File: src/rtl/seq_det_pkg.sv
// Shared types, reset defaults and helpers for the serial pattern-detect controller.
// The defaults reproduce the fixed 1101 overlapping Moore detector.
package seq_det_pkg;

    typedef enum logic [0:0] {
        IDLE  = 1'b0,
        SHIFT = 1'b1
    } state_t;

    localparam logic [7:0]  DEF_PATTERN = 8'b0000_1101;
    localparam int unsigned DEF_LEN     = 4;
    localparam logic        DEF_OVERLAP = 1'b1;

    // A zero length would mask every bit and match on every shift, so it is promoted to 1.
    function automatic int unsigned len_clamp(input int unsigned len, input int unsigned pat_max);
        if (len == 0) begin
            return 1;
        end else if (len > pat_max) begin
            return pat_max;
        end else begin
            return len;
        end
    endfunction

endpackage

File: src/rtl/pattern_matcher.sv
// History shift register, fill counter and masked compare against the programmed pattern.
// Bit 0 of the history is the most recently shifted-in bit.
module pattern_matcher
    import seq_det_pkg::*;
#(
    parameter int unsigned PAT_MAX = 8,
    parameter int unsigned LEN_W   = $clog2(PAT_MAX) + 1
) (
    input  logic               Clock,
    input  logic               Reset_n,
    input  logic               shift_bit,
    input  logic               bit_en,
    input  logic [PAT_MAX-1:0] pattern,
    input  logic [LEN_W-1:0]   len,
    input  logic               overlap,
    input  logic               flush,
    output logic               match
);

    logic [PAT_MAX-1:0] hist_q, hist_d;
    logic [PAT_MAX-1:0] mask;
    logic [LEN_W-1:0]   fill_q, fill_d, fill_inc;

    always_comb begin
        mask = '0;
        for (int unsigned i = 0; i < PAT_MAX; i++) begin
            mask[i] = (LEN_W'(i) < len);
        end

        hist_d   = {hist_q[PAT_MAX-2:0], shift_bit};
        fill_inc = (fill_q >= LEN_W'(PAT_MAX)) ? LEN_W'(PAT_MAX) : fill_q + LEN_W'(1);

        match = bit_en && ((hist_d & mask) == (pattern & mask)) && (fill_inc >= len);

        // Non-overlapping mode forgets the bits that formed the match.
        fill_d = fill_inc;
        if (match && !overlap) begin
            fill_d = '0;
        end
    end

    always_ff @(posedge Clock or negedge Reset_n) begin
        if (!Reset_n) begin
            hist_q <= '0;
            fill_q <= '0;
        end else if (flush) begin
            hist_q <= '0;
            fill_q <= '0;
        end else if (bit_en) begin
            hist_q <= hist_d;
            fill_q <= fill_d;
        end
    end

endmodule

File: src/rtl/seq_detect_ctrl.sv
// Serial pattern-detect controller: word handshake, MSB-first serialiser FSM, configuration
// registers, saturating match counter and sticky threshold interrupt.
module seq_detect_ctrl
    import seq_det_pkg::*;
#(
    parameter int unsigned DATA_W  = 8,
    parameter int unsigned PAT_MAX = 8,
    parameter int unsigned CNT_W   = 8
) (
    input  logic                   Clock,
    input  logic                   Reset_n,
    input  logic                   Cfg_we,
    input  logic [PAT_MAX-1:0]     Cfg_pattern,
    input  logic [$clog2(PAT_MAX):0] Cfg_len,
    input  logic                   Cfg_overlap,
    input  logic [CNT_W-1:0]       Cfg_thresh,
    input  logic                   In_valid,
    output logic                   In_ready,
    input  logic [DATA_W-1:0]      In_data,
    input  logic                   Clear,
    output logic                   Busy,
    output logic                   Match_pulse,
    output logic [CNT_W-1:0]       Match_count,
    output logic                   Irq
);

    localparam int unsigned LEN_W = $clog2(PAT_MAX) + 1;
    localparam int unsigned BIT_W = (DATA_W > 1) ? $clog2(DATA_W) : 1;

    state_t              state_q, state_d;
    logic [DATA_W-1:0]   sreg_q, sreg_d;
    logic [BIT_W-1:0]    bitcnt_q, bitcnt_d;

    logic [PAT_MAX-1:0]  pattern_q;
    logic [LEN_W-1:0]    len_q;
    logic                overlap_q;
    logic [CNT_W-1:0]    thresh_q;

    logic [CNT_W-1:0]    count_q, count_d;
    logic                pulse_q;
    logic                irq_q, irq_d;

    logic                end_of_word;
    logic                handshake;
    logic                cfg_accept;
    logic                bit_en;
    logic                match;
    logic                clr;

    assign end_of_word = (state_q == SHIFT) && (bitcnt_q == '0);
    assign handshake   = In_valid && In_ready;
    assign cfg_accept  = Cfg_we && (state_q == IDLE);
    assign bit_en      = (state_q == SHIFT);
    assign Busy        = (state_q == SHIFT);

    always_comb begin
        state_d  = state_q;
        sreg_d   = sreg_q;
        bitcnt_d = bitcnt_q;
        In_ready = 1'b0;

        unique case (state_q)
            IDLE: begin
                In_ready = !Cfg_we;
                if (In_valid && !Cfg_we) begin
                    sreg_d   = In_data;
                    bitcnt_d = BIT_W'(DATA_W - 1);
                    state_d  = SHIFT;
                end
            end
            SHIFT: begin
                sreg_d   = sreg_q << 1;
                bitcnt_d = bitcnt_q - BIT_W'(1);
                if (end_of_word) begin
                    // Reloading on the last bit keeps back-to-back words bubble-free.
                    In_ready = !Cfg_we;
                    if (In_valid && !Cfg_we) begin
                        sreg_d   = In_data;
                        bitcnt_d = BIT_W'(DATA_W - 1);
                    end else begin
                        state_d = IDLE;
                    end
                end
            end
            default: begin
                state_d = IDLE;
            end
        endcase
    end

    always_ff @(posedge Clock or negedge Reset_n) begin
        if (!Reset_n) begin
            state_q  <= IDLE;
            sreg_q   <= '0;
            bitcnt_q <= '0;
        end else begin
            state_q  <= state_d;
            sreg_q   <= sreg_d;
            bitcnt_q <= bitcnt_d;
        end
    end

    always_ff @(posedge Clock or negedge Reset_n) begin
        if (!Reset_n) begin
            pattern_q <= PAT_MAX'(DEF_PATTERN);
            len_q     <= LEN_W'(DEF_LEN);
            overlap_q <= DEF_OVERLAP;
            thresh_q  <= '0;
        end else if (cfg_accept) begin
            pattern_q <= Cfg_pattern;
            len_q     <= LEN_W'(len_clamp(32'(Cfg_len), PAT_MAX));
            overlap_q <= Cfg_overlap;
            thresh_q  <= Cfg_thresh;
        end
    end

    pattern_matcher #(
        .PAT_MAX (PAT_MAX),
        .LEN_W   (LEN_W)
    ) u_matcher (
        .Clock     (Clock),
        .Reset_n   (Reset_n),
        .shift_bit (sreg_q[DATA_W-1]),
        .bit_en    (bit_en),
        .pattern   (pattern_q),
        .len       (len_q),
        .overlap   (overlap_q),
        .flush     (cfg_accept),
        .match     (match)
    );

    // Clear takes effect before a coincident match is counted.
    always_comb begin
        clr     = Clear || cfg_accept;
        count_d = clr ? '0 : count_q;
        irq_d   = clr ? 1'b0 : irq_q;
        if (match) begin
            if (count_d != '1) begin
                count_d = count_d + CNT_W'(1);
            end
            if ((thresh_q != '0) && (count_d == thresh_q)) begin
                irq_d = 1'b1;
            end
        end
    end

    always_ff @(posedge Clock or negedge Reset_n) begin
        if (!Reset_n) begin
            count_q <= '0;
            pulse_q <= 1'b0;
            irq_q   <= 1'b0;
        end else begin
            count_q <= count_d;
            pulse_q <= match;
            irq_q   <= irq_d;
        end
    end

    assign Match_pulse = pulse_q;
    assign Match_count = count_q;
    assign Irq         = irq_q;

endmodule

File: config.mk
export PLATFORM = sky130hd
export DESIGN_NAME = seq_detect_ctrl
export DESIGN_NICKNAME = d
export VERILOG_FILES = /design/src/rtl/seq_det_pkg.sv /design/src/rtl/pattern_matcher.sv /design/src/rtl/seq_detect_ctrl.sv
export SDC_FILE = /design/constraint.sdc
export NUM_CORES = 1
export LEC_CHECK = 0
export ABC_CLOCK_PERIOD_IN_PS = 5500
export CORE_MARGIN = 2
export CORE_UTILIZATION = 58
export DETAILED_ROUTE_END_ITERATION = 10
export PLACE_DENSITY = 0.85
export SLEW_MARGIN = 20
export SYNTH_ARGS = -nofsm -noshare
export SYNTH_HDL_FRONTEND = slang
export SYNTH_SLANG_ARGS = --single-unit
File: constraint.sdc
create_clock -name Clock -period 5.5 [get_ports Clock]
set_input_delay 0.55 -clock Clock [delete_from_list [all_inputs] [get_ports Clock]]
set_output_delay 0.55 -clock Clock [all_outputs]
set_load 0.005 [all_outputs]
==> results of run 1 <==
## worst max-delay path: stages
cell	delay, ps
clkdlybuf4s50_1	690
nor2b_2	300
nor2_1	240
and2_1	210
ha_1	320
nand4_1	250
nor4_2	330
nor3b_1	100
nor4_1	310
nand4_1	160
o31ai_1	250
## registers in the layout (all words and copies together) (netlist names)
| name | cells |
|---|---|
| sreg_q | 8 |
| u_matcher.hist_q | 7 |
| Irq | 1 |
| pattern_q | 8 |
| Busy | 1 |
| len_q | 4 |
| u_matcher.fill_q | 4 |
| overlap_q | 1 |
| thresh_q | 8 |
| Match_count | 8 |
| Match_pulse | 1 |
| bitcnt_q | 3 |
## cell type report
type | instances | area, µm²
multi-input combinational | 252 | 1540
fill | 410 | 1480
sequential | 54 | 1360
timing repair buffer | 47 | 460
tap | 70 | 87.6
clock buffer | 6 | 82.6
inverter | 13 | 48.8
clock inverter | 2 | 17.5
## through the flow
stage / utilization [%] / cell area (µm²) / hold WS [ps] / power, mW / instances
finish: 70.8 / 3590 / 348 / 1.63 / 444
global route: 70.8 / 3590 / 410 / 1.77 / 444
CTS: 70.8 / 3590 / 374 / 1.64 / 444
detailed placement: 68.8 / 3490 / 464 / 1.40 / 436
global placement: 68.8 / 3490 / 457 / 1.35 / 436
floorplan: - / 3030 / 254 / 1.19 / 336
## cell families (layout without fill, tap and decap cells)
group,after synthesis,count (layout),synth area share [%]
xor gates and xnor gates,14,14,4.05
muxes,6,6,2.60
and+or+nand+nor,152,152,23.3
buffers and inverters,30,68,4.42
AOI/OAI and AO/OA,71,71,17.0
DFF,54,54,44.8
adders and majority gates,9,9,3.72
## power breakdown
part / switching (mW) / total [mW] / internal, mW / leakage, nW
Combinational: 0.377 / 0.677 / 0.300 / 0.848
Sequential: 0.160 / 0.717 / 0.557 / 0.683
Clock: 0.132 / 0.235 / 0.104 / 0.0514
## Yosys cell counts (4+ instances only)
master    count
xnor2_1       6
nor2b_1       6
o31ai_1       4
clkbuf_1     11
or3_1         4
a31oi_1       4
nor2_1       16
xor2_1        8
o21ai_0      20
inv_1        12
nand2_1      89
a221o_1       5
dfstp_2       5
and3_1        7
a21oi_1       9
dfrtp_1      49
ha_1          9
nor4_1        6
nor3_1        5
## per-layer routing
| layer | track usage [%] | vias up | share of wire (%) |
|---|---|---|---|
| li1 | - | 1247 | - |
| met1 | 30.5 | 1242 | 41 |
| met2 | 45.7 | 105 | 51 |
| met3 | 4.27 | 27 | 4.4 |
| met4 | 9.64 | 0 | 3.4 |
| met5 | 0 | - | 0 |
## cells in the final DEF, fill, tap and decap left out, types with 4 or more instances in the layout
| master | count |
|---|---|
| a31oi_1 | 4 |
| nor4_1 | 6 |
| dfrtp_1 | 49 |
| nor2b_1 | 5 |
| clkdlybuf4s50_1 | 44 |
| nor2_1 | 16 |
| clkbuf_8 | 6 |
| nor3_1 | 5 |
| ha_1 | 9 |
| xnor2_1 | 6 |
| o31ai_1 | 4 |
| xor2_1 | 8 |
| nand2_1 | 89 |
| or3_1 | 4 |
| a221o_1 | 5 |
| and3_1 | 7 |
| inv_1 | 12 |
| o21ai_0 | 20 |
| dfstp_2 | 5 |
| a21oi_1 | 9 |
## final timing paths
path	from	depth (start not counted)	endpoint	slack, ps
max reg2reg	Busy$_DFF_PN0_	10	Irq$_DFF_PN0_	2290
min reg2reg	pattern_q[3]$_DFFE_PN1P_	2	pattern_q[3]$_DFFE_PN1P_	480
min	Reset_n	2	u_matcher.fill_q[3]$_DFFE_PN0P_	350
min in group Clock	pattern_q[3]$_DFFE_PN1P_	2	pattern_q[3]$_DFFE_PN1P_	480
max in group asynchronous	Reset_n	2	pattern_q[1]$_DFFE_PN0P_	4710
max	Cfg_we	11	Irq$_DFF_PN0_	2010
==> flow_metrics.env, run 1 <==
export IMPL_worstMarginPinSlew_ps=770
export IMPL_vias_per_cell=5.90
export IMPL_synth_seq_cells=54
export IMPL_synth_edf_count=0
export IMPL_finalHoldViolations=0
export IMPL_period_minus_slack_ps=3490
export IMPL_grt_overflow=0
export IMPL_worstSkewPairLatency_ps=310
export IMPL_status="finished clean"
export IMPL_post_route_worst_setup_slack_ps=2010
export IMPL_die_area_um2=5810
export IMPL_rsz0062_at_grt="no"
export IMPL_cp_end_kind="register"
export IMPL_htree_levels=2
export IMPL_grt_pass1_vias=2638
export IMPL_yosysTopAreaCellShare_pct=40.5
export IMPL_yosysWarnings=0
export IMPL_maxCapViolCount=0
export IMPL_tns_ps=0
export IMPL_port_buffers=45
export IMPL_drc_errors=0
export IMPL_fmax_mhz=286
export IMPL_synth_cell_types=57
export IMPL_vias=2621
export IMPL_ios=46
export IMPL_initial_core_util_pct=59.7
export IMPL_vdd_drop_max_v=0.000254
export IMPL_ant_nets=0
export IMPL_relSlewSlack_pct=48.7
export IMPL_die_width_um=76.3
export IMPL_rows=26
export IMPL_final_nets=416
export IMPL_powerDensity_nw_per_um2=453
export IMPL_crit_arrival_ps=3720
export IMPL_antenna_found_initial=0
export IMPL_finalMaxSlewViolations=0
export IMPL_clk_path_buf_depth=2
export IMPL_synth_fp_nets=379
export IMPL_min_path_type="input port to async pin"
export IMPL_p_leak_nw=1.58
export IMPL_ys_seq_area_share_pct=44.8
export IMPL_crit_type="input port to register"
export IMPL_wire_per_inst_um=15.4
export IMPL_cts_hold_buf=0
export IMPL_drive_above_1_share_pct=8.02
export IMPL_cts_sinks=54
export IMPL_syn_area_per_cell_um2=9.01
export IMPL_synthesis_area_um2=3030
export IMPL_die_h_um=76.3
export IMPL_critPathMaxFanout=16
export IMPL_synthArstFlopShare_pct=100
export IMPL_fin_skew_ps=12.3
export IMPL_clockRootBuffer="clkbuf_8"
export IMPL_firstDrtPassIters=7
export IMPL_cp_required_ps=5730
export IMPL_critPathLaunchType="input port"
export IMPL_drt_iter0_markers=261
export IMPL_syn_inst=336
export IMPL_cts_tree="done"
export IMPL_synth_top_area_cell="dfrtp_1"
export IMPL_area_delta_synth_final_pct=18.7
export IMPL_clkSlewWorstSetupHoldPaths_ps=100
export IMPL_dp_hpwl_um=4990
export IMPL_yosys_most_used_dff="dfrtp_1"
export IMPL_grt_pass1_wl_um=12000
export IMPL_routabilityCongestion=0.939
export IMPL_grt_max_degree=55
export IMPL_postCtsSetupBuffers=0
export IMPL_antennaDiodeCount=0
export IMPL_cts_resized=0
export IMPL_grtUsageTotal_pct=25.4
export IMPL_pre_cts_ws_ps=1760
export IMPL_netlist_top_cells_area="dfrtp_1, nand2_1, dfstp_2"
export IMPL_cts_buffers=5
export IMPL_setup_violations=0
export IMPL_wl_um=6850
export IMPL_finalCritPeriodShare_pct=63.5
export IMPL_core_um2=5070
Power figures use the tool's default switching activity.
==> run 2, diff against run 1 <==
Settings changed: ABC_CLOCK_PERIOD_IN_PS 5500 to 3400, CORE_UTILIZATION 58 to 54, PLACE_DENSITY 0.85 to 0.8.
Clock period 5.5 ns to 3.4 ns, I/O delays scaled along.
==> run 2 against run 1 <==
  * Cell area is 0.97% higher
  * Worst hold slack worse by 230 ps
  * Sequential power is 55% higher
  * Register-to-register slack worse by 1500 ps
  * Clock skew is 5.7 ps lower
==> flow_metrics.env, run 2 (synthesis results as in run 1) <==
export IMPL_finalCritPeriodShare_pct=83.7
export IMPL_finalHoldViolations=0
export IMPL_htree_levels=2
export IMPL_period_minus_slack_ps=2850
export IMPL_whs_ps=115
export IMPL_p_sw_mw=1.04
export IMPL_final_cell_mix="nand2_1, dfrtp_1, clkdlybuf4s50_1"
export IMPL_critPathLaunchType="input port"
export IMPL_fmax_mhz=351
export IMPL_wire_per_inst_um=15.1
export IMPL_vias_per_cell=5.68
export IMPL_rr_startpoint="Busy$_DFF_PN0_"
export IMPL_internal_power_mw=1.60
export IMPL_grt_pass1_vias=2500
export IMPL_cp_cell_sequence="clkdlybuf4s50_1 > nor2b_2 > nor2_1 > and2_1 > ha_1 > nand2_1 > a311oi_1 > nor4_1 > a2111oi_1 > nand4_1 > o31ai_1"
export IMPL_worstMarginPinSlew_ps=803
export IMPL_die_width_um=78.9
export IMPL_swShare_pct=39.4
export IMPL_clk_path_buf_depth=2
export IMPL_powerDensity_nw_per_um2=727
export IMPL_grt_pass1_wl_um=11700
export IMPL_cp_num_buf_inv=1
export IMPL_pwr_share_comb_pct=42.5
export IMPL_ios=46
export IMPL_area_delta_synth_final_pct=19.8
export IMPL_fin_skew_ps=6.59
export IMPL_rows=27
export IMPL_clockPowerShare_pct=15.5
export IMPL_fin_area_um2=3630
export IMPL_final_common_cell="nand2_1"
export IMPL_initial_core_util_pct=55.3
export IMPL_antennaDiodeCount=0
export IMPL_p_leak_nw=1.60
export IMPL_min_path_type="input port to async pin"
export IMPL_final_nets=419
export IMPL_core_um2=5470
export IMPL_die_area_um2=6220
export IMPL_drc_errors=0
export IMPL_finalMaxSlewViolations=0
export IMPL_seqPwrFrac_pct=42.1
export IMPL_worstSkewPairLatency_ps=300
export IMPL_cts_sinks=54
export IMPL_ant_nets=0
export IMPL_postCtsSetupBuffers=0
export IMPL_drive_above_1_share_pct=8.75
export IMPL_cts_hold_buf=0
export IMPL_cts_tree="done"
export IMPL_vdd_drop_max_v=0.000406
export IMPL_r2r_end="Irq$_DFF_PN0_"
export IMPL_vias=2549
export IMPL_cts_buffers=5
export IMPL_cp_end_kind="register"
export IMPL_total_power_mw=2.64
export IMPL_maxCapViolCount=0
export IMPL_grt_overflow=0
export IMPL_die_h_um=78.9
export IMPL_clockRootBuffer="clkbuf_8"
export IMPL_routabilityCongestion=0.952
export IMPL_cts_resized=0
export IMPL_critPathMaxFanout=8
export IMPL_wl_um=6760
export IMPL_grt_max_degree=38
export IMPL_cp_required_ps=3620
export IMPL_drt_iter0_markers=81
export IMPL_grtUsageTotal_pct=23.9
export IMPL_crit_family="simple AND/OR/NAND/NOR gates"
export IMPL_setup_violations=0
export IMPL_status="finished clean"
export IMPL_reg2reg_slack_ps=770
export IMPL_antenna_found_initial=0
export IMPL_crit_type="input port to register"
export IMPL_firstDrtPassIters=4
export IMPL_place_area_um2=3520
export IMPL_relSlewSlack_pct=46.5
export IMPL_rr_worst_depth=10
export IMPL_tns_ps=0
export IMPL_crit_arrival_ps=3060
export IMPL_rsz0062_at_grt="no"
export IMPL_crit_slowest_cell="clkdlybuf4s50_1"
export IMPL_port_buffers=45
export IMPL_max_stage_delay_ps=440
export IMPL_nFillCells=454
export IMPL_clkSlewWorstSetupHoldPaths_ps=100
export IMPL_dp_hpwl_um=4910
[run 2: metal layers]
layer	GRT usage, %	wire (µm)	part of all wire, %
met2	40.2	3470	51
met1	30.7	2840	42
met5	0	0	0
met4	9.66	131	1.9
met3	4.20	324	4.8
[run 2: power by group through the flow]
stage | Clock, mW | Combinational (mW) | Sequential, mW
floorplan | 0 | 0.857 | 1.06
global placement | 0 | 1.10 | 1.11
detailed placement | 0 | 1.12 | 1.12
CTS | 0.419 | 1.13 | 1.11
global route | 0.443 | 1.29 | 1.14
finish | 0.408 | 1.12 | 1.11
[run 2: worst max path at each step]
stage / start / endpoint / slack, ps / cells after the start
after global routing: Cfg_we / Irq$_DFF_PN0_ / 310 / 11
after CTS: Cfg_we / Irq$_DFF_PN0_ / 580 / 11
final: Cfg_we / Irq$_DFF_PN0_ / 550 / 11
after detailed placement: Cfg_we / Irq$_DFF_PN0_ / 290 / 11
after global placement: Cfg_we / Irq$_DFF_PN0_ / 330 / 11
after floorplan: Busy$_DFF_PN0_ / Irq$_DFF_PN0_ / 670 / 13
[run 2: worst reg2reg max path, stage by stage (launching register included)]
cell and delay (ps):
dfrtp_1 380, nor2b_2 60, nor2_1 210, and2_1 200, ha_1 330, nand2_1 170, a311oi_1 400, nor4_1 100
a2111oi_1 300, nand4_1 160, o31ai_1 240
[run 2: final cells by class]
type | count | area, µm² | share of cell area [%]
multi-input cells | 252 | 1540 | 42.4
flip-flops and latches | 54 | 1360 | 37.4
repair buffers | 50 | 483 | 13.3
clock buffers | 8 | 110 | 3.03
well taps | 72 | 90.1 | 2.48
inverters | 13 | 48.8 | 1.34
[run 2: metrics by stage]
step | util [%] | setup slack, ps | std cells
after floorplan | - | 675 | 336
after global placement | 64.3 | 330 | 441
after detailed placement | 64.3 | 293 | 441
after CTS | 66.3 | 584 | 449
after global routing | 66.3 | 305 | 449
final | 66.3 | 555 | 449
